===== src/rtl/instr_loader.sv =====
`default_nettype none
// ============================================================================
// Module      : instr_loader
// Description : Framed byte-stream writer for a word-addressed instruction
//               memory. Accepts LEN_HI, LEN_LO (word count N), 4N data
//               bytes (each word MSB first) and a trailing XOR checksum byte.
//               Assembled words are written sequentially from word 0. The
//               CPU is held in reset until a load completes with a good
//               checksum.
// Ports       : clk       - system clock, rising edge
//               reset     - asynchronous, active-low
//               start     - arms a new load from IDLE, DONE or ERR
//               rx_data   - incoming byte
//               rx_valid  - rx_data valid this cycle
//               rx_ready  - loader accepts a byte this cycle
//               WrEn      - one-cycle write strobe per word
//               WrAddr    - byte address of the word, {word_idx, 2'b00}
//               WrData    - assembled instruction word
//               cpu_hold  - 1 keeps the CPU in reset
//               done      - load finished with good checksum (level)
//               error     - load failed (level)
// Revision    : 1.0 - initial release
// ============================================================================
module instr_loader #(
  parameter int ADDR_WIDTH = 8
) (
  input  logic        clk,
  input  logic        reset,
  input  logic        start,
  input  logic [7:0]  rx_data,
  input  logic        rx_valid,
  output logic        rx_ready,
  output logic        WrEn,
  output logic [31:0] WrAddr,
  output logic [31:0] WrData,
  output logic        cpu_hold,
  output logic        done,
  output logic        error
);

  typedef enum logic [2:0] {
    S_IDLE   = 3'd0,
    S_LEN_HI = 3'd1,
    S_LEN_LO = 3'd2,
    S_DATA   = 3'd3,
    S_CHK    = 3'd4,
    S_DONE   = 3'd5,
    S_ERR    = 3'd6
  } state_t;

  // Memory capacity in words; a 17-bit compare covers every 16-bit N.
  localparam logic [16:0] c_capacity = 17'd1 << ADDR_WIDTH;

  state_t                r_state;
  state_t                w_state_next;
  logic [7:0]            r_len_hi;
  logic [15:0]           r_len;
  // One extra bit so a full-capacity load cannot wrap before the last word.
  logic [ADDR_WIDTH:0]   r_word_idx;
  logic [1:0]            r_byte_idx;
  logic [23:0]           r_asm;        // first three bytes of the current word
  logic [7:0]            r_chk;
  logic                  r_wr_en;
  logic [31:0]           r_wr_addr;
  logic [31:0]           r_wr_data;
  logic                  r_cpu_hold;
  logic                  r_done;
  logic                  r_error;

  logic                  w_accept;
  logic [15:0]           w_len;
  logic                  w_len_over;
  logic                  w_last_byte;
  logic                  w_last_word;

  assign w_accept    = rx_valid & rx_ready;
  assign w_len       = {r_len_hi, rx_data};
  assign w_len_over  = {1'b0, w_len} > c_capacity;
  assign w_last_byte = (r_byte_idx == 2'd3);
  assign w_last_word = ((17'(r_word_idx) + 17'd1) == {1'b0, r_len});

  // --------------------------------------------------------------------------
  // State register
  // --------------------------------------------------------------------------
  always_ff @(posedge clk or negedge reset) begin
    if (!reset) begin
      r_state <= S_IDLE;
    end else begin
      r_state <= w_state_next;
    end
  end

  // --------------------------------------------------------------------------
  // Next state and rx_ready
  // --------------------------------------------------------------------------
  always_comb begin
    w_state_next = r_state;
    rx_ready     = 1'b0;
    case (r_state)
      S_IDLE, S_DONE, S_ERR: begin
        if (start) w_state_next = S_LEN_HI;
      end
      S_LEN_HI: begin
        rx_ready = 1'b1;
        if (rx_valid) w_state_next = S_LEN_LO;
      end
      S_LEN_LO: begin
        rx_ready = 1'b1;
        if (rx_valid) begin
          if (w_len == 16'd0)  w_state_next = S_CHK;
          else if (w_len_over) w_state_next = S_ERR;
          else                 w_state_next = S_DATA;
        end
      end
      S_DATA: begin
        rx_ready = 1'b1;
        if (rx_valid && w_last_byte && w_last_word) w_state_next = S_CHK;
      end
      S_CHK: begin
        rx_ready = 1'b1;
        if (rx_valid) w_state_next = (rx_data == r_chk) ? S_DONE : S_ERR;
      end
      default: w_state_next = S_IDLE;
    endcase
  end

  // --------------------------------------------------------------------------
  // Datapath and registered outputs
  // --------------------------------------------------------------------------
  always_ff @(posedge clk or negedge reset) begin
    if (!reset) begin
      r_len_hi   <= 8'd0;
      r_len      <= 16'd0;
      r_word_idx <= '0;
      r_byte_idx <= 2'd0;
      r_asm      <= 24'd0;
      r_chk      <= 8'd0;
      r_wr_en    <= 1'b0;
      r_wr_addr  <= 32'd0;
      r_wr_data  <= 32'd0;
      r_cpu_hold <= 1'b1;
      r_done     <= 1'b0;
      r_error    <= 1'b0;
    end else begin
      r_wr_en <= 1'b0;
      case (r_state)
        S_IDLE, S_DONE, S_ERR: begin
          if (start) begin
            r_done     <= 1'b0;
            r_error    <= 1'b0;
            r_word_idx <= '0;
            r_byte_idx <= 2'd0;
            r_asm      <= 24'd0;
            r_chk      <= 8'd0;
            r_cpu_hold <= 1'b1;
          end
        end
        S_LEN_HI: begin
          if (w_accept) r_len_hi <= rx_data;
        end
        S_LEN_LO: begin
          if (w_accept) begin
            r_len <= w_len;
            if (w_len_over) r_error <= 1'b1;
          end
        end
        S_DATA: begin
          if (w_accept) begin
            r_asm      <= {r_asm[15:0], rx_data};
            r_chk      <= r_chk ^ rx_data;
            r_byte_idx <= r_byte_idx + 2'd1;
            if (w_last_byte) begin
              r_wr_en    <= 1'b1;
              r_wr_data  <= {r_asm, rx_data};
              r_wr_addr  <= 32'({r_word_idx, 2'b00});
              r_word_idx <= r_word_idx + 1'b1;
            end
          end
        end
        S_CHK: begin
          if (w_accept) begin
            if (rx_data == r_chk) begin
              r_done     <= 1'b1;
              r_cpu_hold <= 1'b0;
            end else begin
              r_error    <= 1'b1;
            end
          end
        end
        default: ;
      endcase
    end
  end

  assign WrEn     = r_wr_en;
  assign WrAddr   = r_wr_addr;
  assign WrData   = r_wr_data;
  assign cpu_hold = r_cpu_hold;
  assign done     = r_done;
  assign error    = r_error;

endmodule
`default_nettype wire


===== config.mk =====
export PLATFORM = sky130hd
export DESIGN_NAME = instr_loader
export DESIGN_NICKNAME = d
export VERILOG_FILES = /design/src/rtl/instr_loader.sv
export SDC_FILE = /design/constraint.sdc
export NUM_CORES = 1
export LEC_CHECK = 0
export BUFFER_PORTS_ARGS = -buffer_cell sky130_fd_sc_hd__buf_4
export CORE_MARGIN = 3
export CORE_UTILIZATION = 40
export CTS_CLUSTER_SIZE = 24
export DETAILED_ROUTE_END_ITERATION = 6
export GPL_TIMING_DRIVEN = 0
export PLACE_DENSITY = 0.59
export SLEW_MARGIN = 40
export SYNTH_ARGS = -nofsm -noshare
export SYNTH_HDL_FRONTEND = slang
export SYNTH_SLANG_ARGS = --single-unit

===== constraint.sdc =====
create_clock -name clk -period 6.2 [get_ports clk]
set_clock_uncertainty 0.2 [all_clocks]
set_input_delay 0 -clock clk [delete_from_list [all_inputs] [get_ports clk]]
set_output_delay 0 -clock clk [all_outputs]
set_load 0.05 [all_outputs]

Word-level counts from Yosys, hierarchy flattened
Cells that the tools add are included.
{ "totals": {"ff_bits": 115, "in_bits": 12, "output_inout_bits": 69, "wordCells": 96} }
{ "op_classes": {"n_addsub": 3, "magnitude_cmp": 1, "n_eq_ne": 21, "n_mux": 39, "n_bitwise": 2, "reduce_logical": 17} }
{ "ops": {"columns": ["cell", "n"], "rows": [
  ["2-to-1 mux 24 bit", 2],
  ["case mux 24 bit (2 select lines)", 1],
  ["2-to-1 mux 9 bit", 3],
  ["inequality test 2 bit (second input constant)", 12],
  ["2-to-1 mux 3 bit", 7],
  ["case mux 9 bit (2 select lines)", 1],
  ["== test 10 x 16 -> 1 bit", 1],
  ["> comparator 16 x 9 -> 1 bit (second input constant)", 1],
  ["logical NOT 16 bit", 1],
  ["2-to-1 mux 8 bit", 2],
  ["case mux 8 bit (2 select lines)", 1],
  ["case mux 3 bit (5 select lines)", 1],
  ["2-to-1 mux 1 bit", 14],
  ["adder 9 x 1 -> 10 bit (second input constant)", 1],
  ["adder 9 x 1 -> 9 bit (second input constant)", 1],
  ["== test 3 bit (second input constant)", 3],
  ["== test 8 bit", 1],
  ["AND reduction 4 bit", 2],
  ["bitwise XOR 8 bit", 1],
  ["== test 3 x 2 -> 1 bit (second input constant)", 2],
  ["2-to-1 mux 2 bit", 3],
  ["AND reduction 3 bit", 2],
  ["AND reduction 6 bit", 1],
  ["AND reduction 5 bit", 1],
  ["other kinds (14)", 18]
]} }

Logic depth before layout (Yosys ltp)
{ "logic_depth": {"depth_word": 6, "ltp_mapped": 9, "depth_no_buf": 7} }

Least setup slack after synthesis
Ideal clock, no wire load.
{ "synth_timing": {"kind": "flip-flop to flip-flop", "start": "register r_word_idx[1]", "end": "register r_state[2]", "setup_ns": 0.090, "arrival_ns": 2.053, "t_required_ns": 5.910, "setup_slack_ns": 3.857, "path_stages_with_launch": 7, "path_buffers": 0, "period_less_slack_ns": 2.343, "cell_sequence": "dfrtp_1 -> ha_1 -> or4_4 -> a2111oi_2 -> o2111ai_1 -> or3_1 -> o221ai_1"} }
{ "synth_between": {"elab_chain_len": 5} }
{ "synth_lines": {"columns": ["element", "line_no", "rtl"], "rows": [
  ["start: declaration", "59", "logic [ADDR_WIDTH:0] r_word_idx;"],
  ["start signal: assignment", "176", "r_word_idx <= r_word_idx + 1'b1;"],
  ["adder 9 x 1 -> 10 bit", "80", "assign w_last_word = ((17'(r_word_idx) + 17'd1) == {1'b0, r_len});"],
  ["== test 10 x 16 -> 1 bit", "80", null],
  ["logical AND 1 bit", "117", "if (rx_valid && w_last_byte && w_last_word) w_state_next = S_CHK;"],
  ["inequality test 2 bit (no line)", null, null],
  ["AND reduction 5 bit (no line)", null, null],
  ["end signal: assignment", "89", "r_state <= w_state_next;"],
  ["end: declaration", "54", "state_t r_state;"]
]} }
No other way between the ends.
A chain may end at the register's enable or synchronous reset.

Worst setup path in the final report
Same ends and word-level chain as after synthesis.

==> results.cfg <==
[status]
status = complete, no violations

[worst_setup_path]
r2r-end = r_state[2]$_DFFE_PN0P_
r2r_cells = 7
slowest_stage = dfrtp_1
critPathMaxFanout = 8
path_cells = ha_1 -> nand4_2 -> or4_1 -> a22oi_1 -> o2111ai_1 -> or3_1 -> o221ai_1
slowest_delay_ns = 0.52
arrival_ns = 2.78
worstSetupStartpointType = flop
crit_required_ns = 6.32
end_kind = flop
path_class = reg2reg
rrSetupSlack_ns = 3.54
reg2reg_from = r_word_idx[1]$_DFFE_PN0P_

[floorplan]
die_x_um = 122
core_sq_um = 12900
rows = 41
ios = 81
start_util = 0.418
die-area_sq_um = 14900
fp.dieH_um = 122

[placement]
dp_cells = 822
place_hpwl_um = 9020
gp_congestion = 0.837
port_buffers = 56

[clock_tree]
cts_tree = yes
max-clock-path-buffers = 2
cts-htree-levels = 4
clock-root-buffer = clkbuf_16
cts.sinks = 115
clk_pin_slew_worst_paths_ns = 0.05
clock_latency_ns = 0.41
cts_resized = 0
cts_buffers = 17

[cells_and_area]
areaGrowthSynthToFinish_pct = 29.1
drive_above_1_share = 0.226
diodes = 0
stdcell_count = 868
fin_nets = 697

[timing]
setup_viol = 0
timing.slew.headroom = 0.537
finalHoldViolations = 0
tns_ns = 0
finalMaxSlewViolations = 0
tightest_slew_ns = 0.694
finalCriticalPeriod_ns = 2.66
fin_crit_sh = 0.429
rsz0062_at_grt = no
fmax_mhz = 376

[logic_synthesis]
async_flop_share = 1.00
synth_top_area_frac = 0.528
netlist_top_cells_area = dfrtp_1 53%, nand2_1 13%, o21ai_1 4.4%
ys_warn_count = 0
synth_area_sq_um = 5400
yosysUniqueCellTypes = 61
syn_area_per_cell_sq_um = 9.46
synthFlopType = dfrtp_1
synth_seq_cells = 115
yosysSeqAreaShare = 0.533
yosysTopAreaCell = dfrtp_1
synth_edf_count = 0
synth_cells = 571

[global_routing]
grt_pass1_wl_um = 21600
grt_max_degree = 74
overflow = 0
antenna_found_initial = 0
grt_pass1_vias = 4244
gr-usage-all-layers = 0.189

[power]
switching_share = 0.348
p_leak_uw = 0.00343
pwr-share-comb = 0.314
net-switching-power_uw = 1090
power_density_nw_per_um2 = 449
peakVddDrop_uv = 210
intPower_uw = 2040
pwr-share-clk = 0.341
p_seq_frac = 0.345

[worst_hold_path]
holdPathStages = 4
min-delay-start = rx_data[0]
hp-class = in2reg
hold_end = WrData[0]$_DFFE_PN0P_

[routing]
vias_per_cell = 4.91
drtIter0Drc = 250
wl_um = 12900
ant_nets = 0
num_vias = 4265
drc_errors = 0
routedWlPerCell_um = 14.9
dr.pass1.iters = 4

[run]
cap_violations = 0
repair_timing:
action                                 4_1_cts  5_1_grt
hold buffers                                14        0
endpoints found under the hold margin      164        0
buffers inserted                             0        0
power by group through the flow:
stage | logic, uW | clock network (uW) | registers (uW)
3_3_place_gp | 946 | 0 | 1080
3_5_place_dp | 971 | 0 | 1090
2_1_floorplan | 603 | 0 | 1180
5_1_grt | 1080 | 1130 | 1110
6_report | 983 | 1070 | 1080
4_1_cts | 991 | 1090 | 1080
cells in the mapped netlist (3+ instances only):
| cell type | n |
|---|---|
| o21ai_0 | 6 |
| nand3_1 | 6 |
| a31oi_1 | 4 |
| dfrtp_1 | 114 |
| buf_4 | 24 |
| xor2_1 | 12 |
| inv_1 | 7 |
| nor2b_1 | 3 |
| nor3_1 | 3 |
| nand2_2 | 3 |
| nor4_1 | 7 |
| xnor2_1 | 7 |
| a21oi_1 | 9 |
| clkbuf_1 | 18 |
| o21ai_1 | 48 |
| mux2_1 | 6 |
| nor2_1 | 21 |
| and3_1 | 3 |
| o31ai_1 | 4 |
| nand4_1 | 3 |
| nand2_1 | 194 |
| mux2_2 | 17 |
| buf_6 | 5 |
worst max path at each step:
stage	startpoint	to	cells after the start
floorplan	r_word_idx[1]$_DFFE_PN0P_	r_state[2]$_DFFE_PN0P_	6
global placement	r_word_idx[1]$_DFFE_PN0P_	r_state[2]$_DFFE_PN0P_	7
detailed placement	r_word_idx[1]$_DFFE_PN0P_	r_state[2]$_DFFE_PN0P_	7
CTS	r_word_idx[1]$_DFFE_PN0P_	r_state[2]$_DFFE_PN0P_	7
global route	r_word_idx[1]$_DFFE_PN0P_	r_state[2]$_DFFE_PN0P_	7
finish	r_word_idx[1]$_DFFE_PN0P_	r_state[2]$_DFFE_PN0P_	7
cell type report:
| cell class | count | area (sq um) |
|---|---|---|
| Fill cell | 1205 | 5950 |
| Sequential cell | 115 | 2880 |
| Multi-Input combinational cell | 418 | 2250 |
| Timing Repair Buffer | 71 | 613 |
| Clock buffer | 22 | 474 |
| Buffer | 50 | 329 |
| Tap cell | 172 | 215 |
| Clock inverter | 10 | 178 |
| Inverter | 10 | 40.0 |
kinds of logic (layout without fill, tap and decap cells):
kind of cell               after synthesis  count (layout)  synth area share
and+or+nand+nor                        259             259             0.208
DFF                                    115             115             0.533
AOI/OAI and AO/OA                       89              89             0.100
buffers and inverters                   60             163            0.0683
muxes                                   24              24            0.0498
xor gates and xnor gates                20              20            0.0338
adders and majority gates                3               3           0.00648
other                                    1              23          0.000694
cells in the final DEF (no fill, tap or decap), types with 3 or more instances in the layout:
cell type	instances
nand2_1	194
dfrtp_1	114
buf_4	79
o21ai_1	48
conb_1	23
nor2_1	21
clkbuf_1	20
mux2_2	17
clkbuf_16	17
dlygate4sd3_1	13
xor2_1	12
a21oi_1	9
xnor2_1	7
inv_1	7
nor4_1	7
nand3_1	6
o21ai_0	6
mux2_1	6
buf_6	5
bufinv_16	5
o31ai_1	4
a31oi_1	4
clkinv_2	4
nor3_1	3
nor2b_1	3
nand2_2	3
nand4_1	3
and3_1	3
clkbuf_8	3
critical path: cells and delay by family, from the launching register on:
kind,cells,cell delay (ns)
adders and majority gates,1,0.31
and+or+nand+nor,3,1.06
AOI/OAI and AO/OA,3,0.49
DFF,1,0.52
routing by layer:
layer	global-route usage	up-vias	wire length (um)
met5	0	-	0
met1	0.238	2083	5700
li1	-	2084	-
met4	0.0756	0	153
met2	0.304	85	6520
met3	0.0585	13	578
state kept, by name, indices dropped and copies added (netlist names), 2 cells and up:
signal      cells
r_state         3
r_word_idx      9
r_asm          24
r_chk           8
r_len          16
r_len_hi        8
WrAddr          9
WrData         32
r_byte_idx      2
metrics by stage:
step	util	hold WS, ns	total power [uW]	setup slack (ns)	area [sq um]
2_1_floorplan	-	-0.496	1790	3.86	5490
5_1_grt	0.540	0.222	3320	3.42	6980
4_1_cts	0.540	0.207	3160	3.56	6980
3_5_place_dp	0.477	-0.283	2060	3.57	6170
3_3_place_gp	0.473	0.0430	2030	3.58	6120
6_report	0.540	0.232	3130	3.54	6980
Power figures use the tool's default switching activity.
